File: src/rtl/or1200_vlx_pack.sv
// Variable-length-code packer: bit fields are appended into an accumulator, bytes go to a FIFO, and the FIFO drains to a byte bus.
// Latency: an op that completes a byte is pushed at edge 1, and store_byte_o rises at edge 2. Sustains 1 byte/cycle with continuous ack.
// Backpressure: stall_cpu_o when the accumulator lacks room, while flushing, or on an address write while busy.

// Generic byte FIFO. Push and pop in the same cycle are legal even when full.
module or1200_vlx_fifo #(
  parameter int W     = 8,
  parameter int DEPTH = 8
) (
  input  logic                     clk,
  input  logic                     rst,
  input  logic                     push,
  input  logic [W-1:0]             push_dat,
  input  logic                     pop,
  output logic [W-1:0]             head_dat,
  output logic                     full,
  output logic                     empty,
  output logic [$clog2(DEPTH):0]   level
);
  localparam int AW = $clog2(DEPTH);

  logic [W-1:0] mem [DEPTH];
  logic [AW:0]  wr_ptr;
  logic [AW:0]  rd_ptr;

  assign level    = wr_ptr - rd_ptr;
  assign empty    = (level == '0);
  assign full     = (level == (AW+1)'(DEPTH));
  assign head_dat = mem[rd_ptr[AW-1:0]];

  // Pointer update; the extra MSB distinguishes full from empty.
  always_ff @(posedge clk) begin
    if (rst) begin
      wr_ptr <= '0;
      rd_ptr <= '0;
    end else begin
      if (push) wr_ptr <= wr_ptr + 1'b1;
      if (pop)  rd_ptr <= rd_ptr + 1'b1;
    end
  end

  // Storage write; the contents need no reset because the pointers qualify them.
  always_ff @(posedge clk) begin
    if (push) mem[wr_ptr[AW-1:0]] <= push_dat;
  end
endmodule

module or1200_vlx_pack #(
  parameter int ACC_W      = 64,
  parameter int FIFO_DEPTH = 8,
  parameter int STUFF_EN   = 1
) (
  input  logic        clk_i,
  input  logic        rst_i,
  input  logic        set_bit_op_i,
  input  logic [31:0] bits_i,
  input  logic [4:0]  len_i,
  input  logic        spr_cs_i,
  input  logic        spr_write_i,
  input  logic [1:0]  spr_addr_i,
  input  logic [31:0] spr_dat_i,
  output logic [31:0] spr_dat_o,
  output logic        stall_cpu_o,
  output logic        store_byte_o,
  output logic [31:0] vlx_addr_o,
  output logic [31:0] dat_o,
  input  logic        ack_i
);
  localparam int CW = $clog2(ACC_W + 1);
  localparam int LW = $clog2(FIFO_DEPTH) + 1;

  typedef enum logic { EXTRACT, STUFF } ext_state_t;
  typedef enum logic { IDLE, REQ }      bus_state_t;

  // Valid bits sit right-aligned in acc[cnt-1:0]; the oldest bit is the highest valid one.
  logic [ACC_W-1:0] acc;
  logic [CW-1:0]    cnt;
  ext_state_t       ext_state;
  bus_state_t       bus_state;
  logic [31:0]      addr;
  logic             flushing;

  // FIFO interface
  logic             fifo_push;
  logic [7:0]       fifo_push_dat;
  logic             fifo_pop;
  logic [7:0]       fifo_head;
  logic             fifo_full;
  logic             fifo_empty;
  logic [LW-1:0]    fifo_level;

  // Datapath controls
  logic [CW-1:0]    free_bits;
  logic             room;
  logic             accept;
  logic             fifo_space;
  logic             extract_push;
  logic             stuff_push;
  logic [7:0]       top_byte;
  logic [31:0]      field_mask;
  logic [3:0]       pad_len;
  logic [7:0]       pad_ones;
  logic             pad;
  logic [CW-1:0]    cnt_next;
  logic             busy_core;
  logic             busy;
  logic             flush_wr;
  logic             addr_wr_req;
  logic             addr_wr;

  or1200_vlx_fifo #(
    .W     (8),
    .DEPTH (FIFO_DEPTH)
  ) u_fifo (
    .clk      (clk_i),
    .rst      (rst_i),
    .push     (fifo_push),
    .push_dat (fifo_push_dat),
    .pop      (fifo_pop),
    .head_dat (fifo_head),
    .full     (fifo_full),
    .empty    (fifo_empty),
    .level    (fifo_level)
  );

  assign free_bits  = CW'(ACC_W) - cnt;
  assign room       = (free_bits >= CW'(len_i));
  // A stalled op is held by the CPU, so it must not be taken while flushing or it would be appended twice.
  assign accept     = set_bit_op_i & room & ~flushing;
  assign field_mask = (32'h1 << len_i) - 32'h1;

  // A pop frees a slot in the same cycle, so a full FIFO can still accept a byte.
  assign fifo_pop     = (bus_state == REQ) & ack_i;
  assign fifo_space   = ~fifo_full | fifo_pop;
  assign top_byte     = 8'(acc >> (cnt - CW'(8)));
  assign extract_push = (ext_state == EXTRACT) & (cnt >= CW'(8)) & fifo_space;
  assign stuff_push   = (ext_state == STUFF) & fifo_space;
  assign fifo_push    = extract_push | stuff_push;
  assign fifo_push_dat = stuff_push ? 8'h00 : top_byte;

  // Flush padding fills with 1s up to the next byte boundary, and only when the padded bits fit.
  assign pad_len  = 4'd8 - {1'b0, cnt[2:0]};
  assign pad_ones = 8'hFF >> cnt[2:0];
  assign pad      = flushing & (cnt[2:0] != 3'd0) & (free_bits >= CW'(pad_len));

  // Bit count after this cycle's append, pad and extraction; accept and pad never coincide.
  always_comb begin
    cnt_next = cnt;
    if (accept)       cnt_next = cnt_next + CW'(len_i);
    if (pad)          cnt_next = cnt_next + CW'(pad_len);
    if (extract_push) cnt_next = cnt_next - CW'(8);
  end

  // Accumulator and the extract/stuff FSM.
  always_ff @(posedge clk_i) begin
    if (rst_i) begin
      acc       <= '0;
      cnt       <= '0;
      ext_state <= EXTRACT;
    end else begin
      cnt <= cnt_next;
      if (accept)
        acc <= (acc << len_i) | ACC_W'(bits_i & field_mask);
      else if (pad)
        acc <= (acc << pad_len) | ACC_W'(pad_ones);
      case (ext_state)
        EXTRACT: if (extract_push && (STUFF_EN != 0) && (top_byte == 8'hFF)) ext_state <= STUFF;
        STUFF:   if (fifo_space) ext_state <= EXTRACT;
        default: ext_state <= EXTRACT;
      endcase
    end
  end

  assign busy_core   = (cnt != '0) | ~fifo_empty | (bus_state == REQ) | (ext_state == STUFF);
  assign busy        = busy_core | flushing;
  assign flush_wr    = spr_cs_i & spr_write_i & (spr_addr_i == 2'd1) & spr_dat_i[0];
  assign addr_wr_req = spr_cs_i & spr_write_i & (spr_addr_i == 2'd2);
  assign stall_cpu_o = (set_bit_op_i & ~room) | flushing | (addr_wr_req & busy);
  // Moving the address under in-flight bytes would split the stream, so the write waits for idle.
  assign addr_wr     = addr_wr_req & ~stall_cpu_o;

  // Bus request FSM with a registered request strobe and the auto-incrementing address.
  always_ff @(posedge clk_i) begin
    if (rst_i) begin
      bus_state    <= IDLE;
      store_byte_o <= 1'b0;
      addr         <= '0;
    end else begin
      if (addr_wr)       addr <= spr_dat_i;
      else if (fifo_pop) addr <= addr + 32'd1;
      case (bus_state)
        IDLE: begin
          if (!fifo_empty) begin
            bus_state    <= REQ;
            store_byte_o <= 1'b1;
          end
        end
        REQ: begin
          if (ack_i && !((fifo_level > LW'(1)) || fifo_push)) begin
            bus_state    <= IDLE;
            store_byte_o <= 1'b0;
          end
        end
        default: begin
          bus_state    <= IDLE;
          store_byte_o <= 1'b0;
        end
      endcase
    end
  end

  // Flush stays set until every buffered bit has left the block; repeat writes are ignored.
  always_ff @(posedge clk_i) begin
    if (rst_i)         flushing <= 1'b0;
    else if (flushing) flushing <= busy_core;
    else if (flush_wr) flushing <= 1'b1;
  end

  assign vlx_addr_o = addr;
  assign dat_o      = store_byte_o ? {4{fifo_head}} : 32'h0;

  // SPR read mux.
  always_comb begin
    spr_dat_o = 32'h0;
    case (spr_addr_i)
      2'd0:    spr_dat_o = {busy, 7'b0, 8'(fifo_level), 8'b0, 8'(cnt)};
      2'd1:    spr_dat_o = {31'b0, flushing};
      2'd2:    spr_dat_o = addr;
      default: spr_dat_o = 32'h0;
    endcase
  end
endmodule

File: config.mk
export PLATFORM = sky130hd
export DESIGN_NAME = or1200_vlx_pack
export DESIGN_NICKNAME = d
export VERILOG_FILES = /design/src/rtl/or1200_vlx_pack.sv
export SDC_FILE = /design/constraint.sdc
export NUM_CORES = 1
export LEC_CHECK = 0
export BUFFER_PORTS_ARGS = -buffer_cell sky130_fd_sc_hd__buf_2
export CORE_ASPECT_RATIO = 0.7
export CORE_MARGIN = 2
export CORE_UTILIZATION = 40
export DETAILED_ROUTE_END_ITERATION = 8
export PLACE_DENSITY_LB_ADDON = 0.05
export REMOVE_ABC_BUFFERS = 1
export SYNTH_ARGS = -nofsm -noshare
export SYNTH_HDL_FRONTEND = slang
export SYNTH_SLANG_ARGS = --single-unit
File: constraint.sdc
create_clock -name clk_i -period 6 [get_ports clk_i]
set_clock_uncertainty 0.15 [all_clocks]
set_input_delay 1.2 -clock clk_i [delete_from_list [all_inputs] [get_ports clk_i]]
set_output_delay 1.2 -clock clk_i [all_outputs]
set_load 0.01 [all_outputs]
==> results of run 1 <==
metal layers:
metal	global-route usage (%)	vias up	wire, microns
met2	38.2	919	27900
met1	46.9	8664	34000
li1	-	7971	-
met4	6.02	0	966
met3	6.05	59	6790
met5	0	-	0
cell usage in the layout (no fill, tap or decap), types with 12 or more instances in the layout:
cell type and count:
xnor2_1 14, a22oi_1 13, and2_1 29, a211oi_1 28, nand2_1 240, nand4_1 12
mux4_2 154, nand2b_1 15, ha_1 27, o21ai_0 145, edfxtp_1 64, a221oi_1 27
nor2_1 281, nor2b_1 20, dfxtp_1 116, a31oi_1 22, mux2_2 42, buf_4 47
nand3_1 37, a21oi_1 141, clkbuf_16 17, o211ai_1 39, nor3_1 40, mux2i_1 181
buf_2 171, inv_1 27
worst paths after layout:
path                                       end  depth (start not counted)
worst max-delay path                    cnt[6]                         20
worst min-delay path            vlx_addr_o[31]                          2
worst max register to register          cnt[6]                         20
worst min register to register  vlx_addr_o[31]                          2
power breakdown:
part | switching, mW | internal [mW] | leakage, nW
Clock | 0.634 | 0.561 | 0.289
Sequential | 0.507 | 1.65 | 1.56
Combinational | 3.79 | 2.40 | 5.50
kinds of logic (layout without fill, tap and decap cells):
kind of cell             Yosys count  after routing  share of synthesized area, %
AO/OA/AOI/OAI                    514            514                          17.6
other                              0              1                             0
buffers and inverters            301            285                          7.08
AND/OR/NAND/NOR                  736            736                          17.6
XOR/XNOR                          24             24                          1.14
multiplexers                     377            377                          31.1
adder cells (fa/ha/maj)           32             32                          2.29
flip-flops                       182            182                          23.2
sequential cells by signal, indices dropped and copies added (netlist names), 4 cells and up, named ones only:
signal         count
u_fifo.mem        64
u_fifo.rd_ptr      4
cnt                7
vlx_addr_o        32
u_fifo.wr_ptr      4
acc               64
critical path: stages (launching register included):
cell	delay, ns
dfxtp_4	0.38
clkinv_1	0.05
buf_4	0.21
ha_2	0.30
nor3b_1	0.25
xnor2_1	0.15
ha_1	0.31
o21ai_0	0.08
o21bai_1	0.56
o21a_2	0.28
nand2_1	0.06
o21ai_0	0.15
inv_1	0.11
fa_1	0.44
nor2b_1	0.16
nor2_1	0.05
nor2_1	0.09
o21ai_0	0.15
or4_4	0.59
a2111o_1	0.42
a21oi_1	0.14
area by class of cell:
class,instances,area share [%]
Inverter,34,0.640
Clock buffer,18,2.15
Timing Repair Buffer,219,6.16
Antenna cell,1,0.0125
Sequential cell,182,21.5
Multi-Input combinational cell,1683,65.0
Clock inverter,14,0.803
Tap cell,603,3.78
per-stage QoR:
| stage | utilization [%] | setup TNS [ns] |
|---|---|---|
| 2_1_floorplan | - | -881.21 |
| 3_3_place_gp | 42.7 | 0 |
| 3_5_place_dp | 42.7 | 0 |
| 4_1_cts | 44.0 | 0 |
| 5_1_grt | 44.0 | 0 |
| 6_report | 44.0 | 0 |
==> qor.txt, run 1 <==
Status = finished clean
Final setup margin = 0.841 ns
First-pass GRT wire length = 106000 microns
Vias = 17600
Final ANT Viol Nets = 0
# rows = 65
Detail Placement HPWL = 48400 microns
Sink Count = 182
Reg clk slew, reported paths = 0.08 ns
Slew margin rel. = 11.0%
Share of flip-flops with an asynchronous set or reset = 0%
Number of synthesized flops with an enable pin = 64
Mean routed wirelength per cell = 25.3 microns
Startpoint Class = flop
Drt drc = 0
Max-slew violations = 0
CTS tree = built
Worst EP arrival = 5.41 ns
Multi-input logic area = 13000 sq um
Worst Setup End Kind = flop
GRT Total Usage = 28.9%
Design Area, Final = 19900 sq um
Total gr overflow = 0
Finish-stage setup viols = 0
Cell variety after synth = 80
Achievable Freq = 0.194 GHz
R2R setup slack = 0.84 ns
Slew @ Worst Pin = 1.32 ns
Register cell area after layout = 4290 sq um
Final WL = 69700 microns
Layout Cells excl Fill = 2754
Syn. warnings = 0
Vias in the first global route = 16300
Max Cap Viol = 0
RSZ-0062 raised after global routing = no
Hold_ws = 0.339 ns
Post-synthesis instance area = 18500 sq um
Placed insts = 2721
Post-CTS Repair Setup Buffers = 0
Worst Setup SP = cnt[0]
Starting density of the core = 40.8%
Place WS = 0.490 ns
Die Wd = 261 microns
Crit Reg-Reg Startpoint = cnt[0]
Placed inst area = 19400 sq um
Clock root buffer = clkbuf_16
Die ar. = 48000 sq um
Antenna violations before repair = 0
Largest net degree at the start of global routing = 137
Top-area cell type share of the netlist area = 18.8%
Register area share after synthesis = 23.2%
Core ar. = 45300 sq um
Clock latency on the worst-skew pair = 0.49 ns
Vias/cell = 6.40
Critical path fanouts, max = 9
Pwr Density = 478 nW/um^2
Syn avg cell area = 8.54 sq um
Share of cells above drive strength 1 = 22.7%
Period utilization = 86.0%
DRT Pass-1 Iters = 5
Largest cells by area after synthesis = mux4_2 19%, dfxtp_1 13%, edfxtp_1 10%
Hold Fails Final Rpt = 0
Clock Path Buffers = 2
# fillers = 4517
Final GP Congestion = 0.869
Worst Hold Class = reg2reg
VDD IR-drop max = 0.572 mV
#FFs+latches synth = 182
CP Class = reg2reg
Post-CTS Hold Fix Bufs = 0
Port buffer count = 173
H-tree level count = 4
Leading area contributor after synthesis = mux4_2
Top Ports = 175
Post-synth top flop = dfxtp_1
Area growth syn-to-layout = 7.88%
Cell with the most instances after synthesis = nor2_1
TritonCTS Buffers = 17
Final net count = 2246
Worst Hold Launch = vlx_addr_o[31]
Post_cts resized = 0
Lkg Pwr = 7.35 nW
Minimum clock period = 5.16 ns
Total power draw = 9.54 mW
Required @ worst endpoint = 6.26 ns
Die Ht = 184 microns
Commonest cells in the netlist = 281 x nor2_1, 240 x nand2_1, 185 x clkbuf_1
Post-Syn Instances = 2166
Detailed Route Iter0 Violations = 1947
(Power assumes the default switching activity.)
==> run 2: changes to the inputs <==
clock period = 5.2 ns   (was 6 ns; I/O delays follow)
==> run 2 against run 1 <==
Clock power increased by 18%. Clock-buffer cell count unchanged. Final cell count increased by 0.69%. Routed wire length about the same. Worst hold slack got worse by 0.0015 ns. Register-to-register slack got worse by 0.42 ns. First-iteration DRC count decreased by 2.8%. Sequential power increased by 17%. Cell area increased by 0.73%. Die area unchanged. Global-route usage decreased by 0.13 points. Combinational power increased by 16%.
==> qor.txt, run 2 (synthesized netlist as in run 1, its figures left out) <==
Status = finished clean
Minimum clock period = 4.81 ns
Area growth syn-to-layout = 8.68%
Multi-input logic area = 12900 sq um (-0.15%)
TritonCTS Buffers = 17 (unchanged)
CP Class = reg2out
Crit path buffers/inverters = 2 (-1)
Worst Hold Class = reg2reg
Seq pwr share = 22.5% (about the same)
Top Ports = 175 (unchanged)
Die Ht = 184 microns (unchanged)
CTS tree = built
Detailed Route Iter0 Violations = 1893 (-2.8%)
Clock Path Buffers = 2 (unchanged)
Max-slew violations = 0 (unchanged)
Sink Count = 182 (unchanged)
First-pass GRT wire length = 105000 microns (-0.62%)
Int Power = 5.44 mW (+18%)
VDD IR-drop max = 1.34 mV (+130%)
Post-CTS Hold Fix Bufs = 0 (unchanged)
Period utilization = 92.5%
Clock share of power = 12.8% (+0.3 points)
Drt drc = 0 (unchanged)
Switching Fraction = 51.2% (-0.54 points)
Crit-path cells = inv_1 -> ha_1 -> fa_1 -> xor2_1 -> nand3_1 -> or3_1 -> a21o_1 -> a41oi_1 -> nand2_1 -> buf_2
Share of cells above drive strength 1 = 23.1% (+0.42 points)
Most common cell after layout, fill and taps aside = nor2_1
GRT Total Usage = 28.8% (-0.13 points)
CP delay by family, top = simple AND/OR/NAND/NOR gates
Die ar. = 48000 sq um (unchanged)
H-tree level count = 4 (unchanged)
Most frequent cells in the layout = 281 x nor2_1, 240 x nand2_1, 181 x mux2i_1
Slew margin rel. = 9.07% (-1.9 points)
Register cell area after layout = 4290 sq um (unchanged)
Clock root buffer = clkbuf_16
Vias in the first global route = 16000 (-1.8%)
Largest net degree at the start of global routing = 137 (unchanged)
Final net count = 2263 (+0.76%)
Worst path slowest cell = or3_1
Die Wd = 261 microns (unchanged)
Switching power = 5.70 mW (+16%)
Core ar. = 45300 sq um (unchanged)
# fillers = 4523 (+0.13%)
Worst EP arrival = 3.62 ns (-1.79 ns)
Post_cts resized = 0 (unchanged)
Finish-stage setup viols = 0 (unchanged)
Final ANT Viol Nets = 0 (unchanged)
Vias = 17600 (+0.091%)
Layout Cells excl Fill = 2773 (+0.69%)
Setup TNS = 0 ns (unchanged)
DRT Pass-1 Iters = 7 (+2)
Mean routed wirelength per cell = 25.1 microns (-0.72%)
Worst Setup End Kind = primary output
Achievable Freq = 0.208 GHz
Placed insts = 2738 (+0.62%)
Required @ worst endpoint = 4.01 ns (-2.25 ns)
Final GP Congestion = 0.883 (+1.6%)
Vias/cell = 6.36 (-0.59%)
Worst Setup SP = u_fifo.wr_ptr[0]
Startpoint Class = flop
Clock latency on the worst-skew pair = 0.48 ns (about the same)
Post-CTS Repair Setup Buffers = 0 (unchanged)
Pwr Density = 554 nW/um^2 (+16%)
Antenna violations before repair = 1 (+1)
Critical path fanouts, max = 7 (-2)
Port buffer count = 173 (unchanged)
Starting density of the core = 40.8% (unchanged)
Lkg Pwr = 7.44 nW (+1.2%)
Slew @ Worst Pin = 1.35 ns (+0.0288 ns)
# rows = 65 (unchanged)
Crit Reg-Reg Startpoint = cnt[2]
Max Cap Viol = 0 (unchanged)
Combinational power share = 64.7% (-0.2 points)
Detail Placement HPWL = 48400 microns (about the same)
RSZ-0062 raised after global routing = no
Total gr overflow = 0 (unchanged)
Final WL = 69700 microns (about the same)
Worst Hold Launch = vlx_addr_o[31]
Reg clk slew, reported paths = 0.08 ns (about the same)
Hold Fails Final Rpt = 0 (unchanged)
CP max stage delay = 0.47 ns (-0.12 ns)
run 2: path summary, 6_finish.rpt:
kind	end	slack, ns	cells past startpoint
worst max register to register	cnt[6]	0.42	21
worst max-delay path	stall_cpu_o	0.39	10
worst min register to register	vlx_addr_o[31]	0.34	2
worst min-delay path	vlx_addr_o[31]	0.34	2
run 2: layout make-up:
class / instances / share of cell area [%]
clock buffers: 18 / 2.14
inverters: 34 / 0.635
clock inverters: 14 / 0.903
diodes: 3 / 0.0374
repair buffers: 236 / 6.81
well taps: 603 / 3.75
multi-input cells: 1683 / 64.4
flip-flops and latches: 182 / 21.3
run 2: per-stage QoR:
step                      utilization [%]  setup WS, ns  power (mW)  hold WS, ns  instance area (sq um)
after global routing                 44.3         0.121        11.8        0.373                  20100
after detailed placement             43.0         0.129        9.56        0.333                  19500
after floorplan                         -        -10.44        7.24        0.318                  17300
final                                44.4         0.391        11.1        0.338                  20100
after CTS                            44.3         0.409        11.0        0.344                  20100
after global placement               43.0         0.107        9.49        0.338                  19500
run 2: metal layers:
layer  share of wire (%)  up-vias  GRT usage (%)
li1                    -     8033              -
met1                  49     8716           46.2
met2                  40      839           38.5
met3                  10       41           7.18
met4                0.91        0           4.52
met5                   0        -              0
run 2: worst reg2reg max path: stages, from the launching register on:
cell and delay [ns]:
dfxtp_1 0.61, inv_1 0.20, nand3_2 0.13, ha_1 0.22
inv_1 0.09, ha_1 0.23, o21a_1 0.10, o21ai_0 0.18
o21bai_1 0.18, o21ai_4 0.20, nand2_1 0.07, o21ai_0 0.15
ha_1 0.22, inv_1 0.06, fa_1 0.41, nor2b_1 0.18
nor2_1 0.06, nor2_1 0.08, o21ai_0 0.11, or4_4 0.53
a2111o_1 0.43, a21oi_1 0.14
run 2: power groups by stage:
stage          Combinational, mW  Sequential (mW)  Clock (mW)
2_1_floorplan               4.80             2.44           0
3_3_place_gp                6.97             2.52           0
3_5_place_dp                7.02             2.53           0
4_1_cts                     7.05             2.50        1.45
5_1_grt                     7.77             2.56        1.50
6_report                    7.20             2.51        1.42
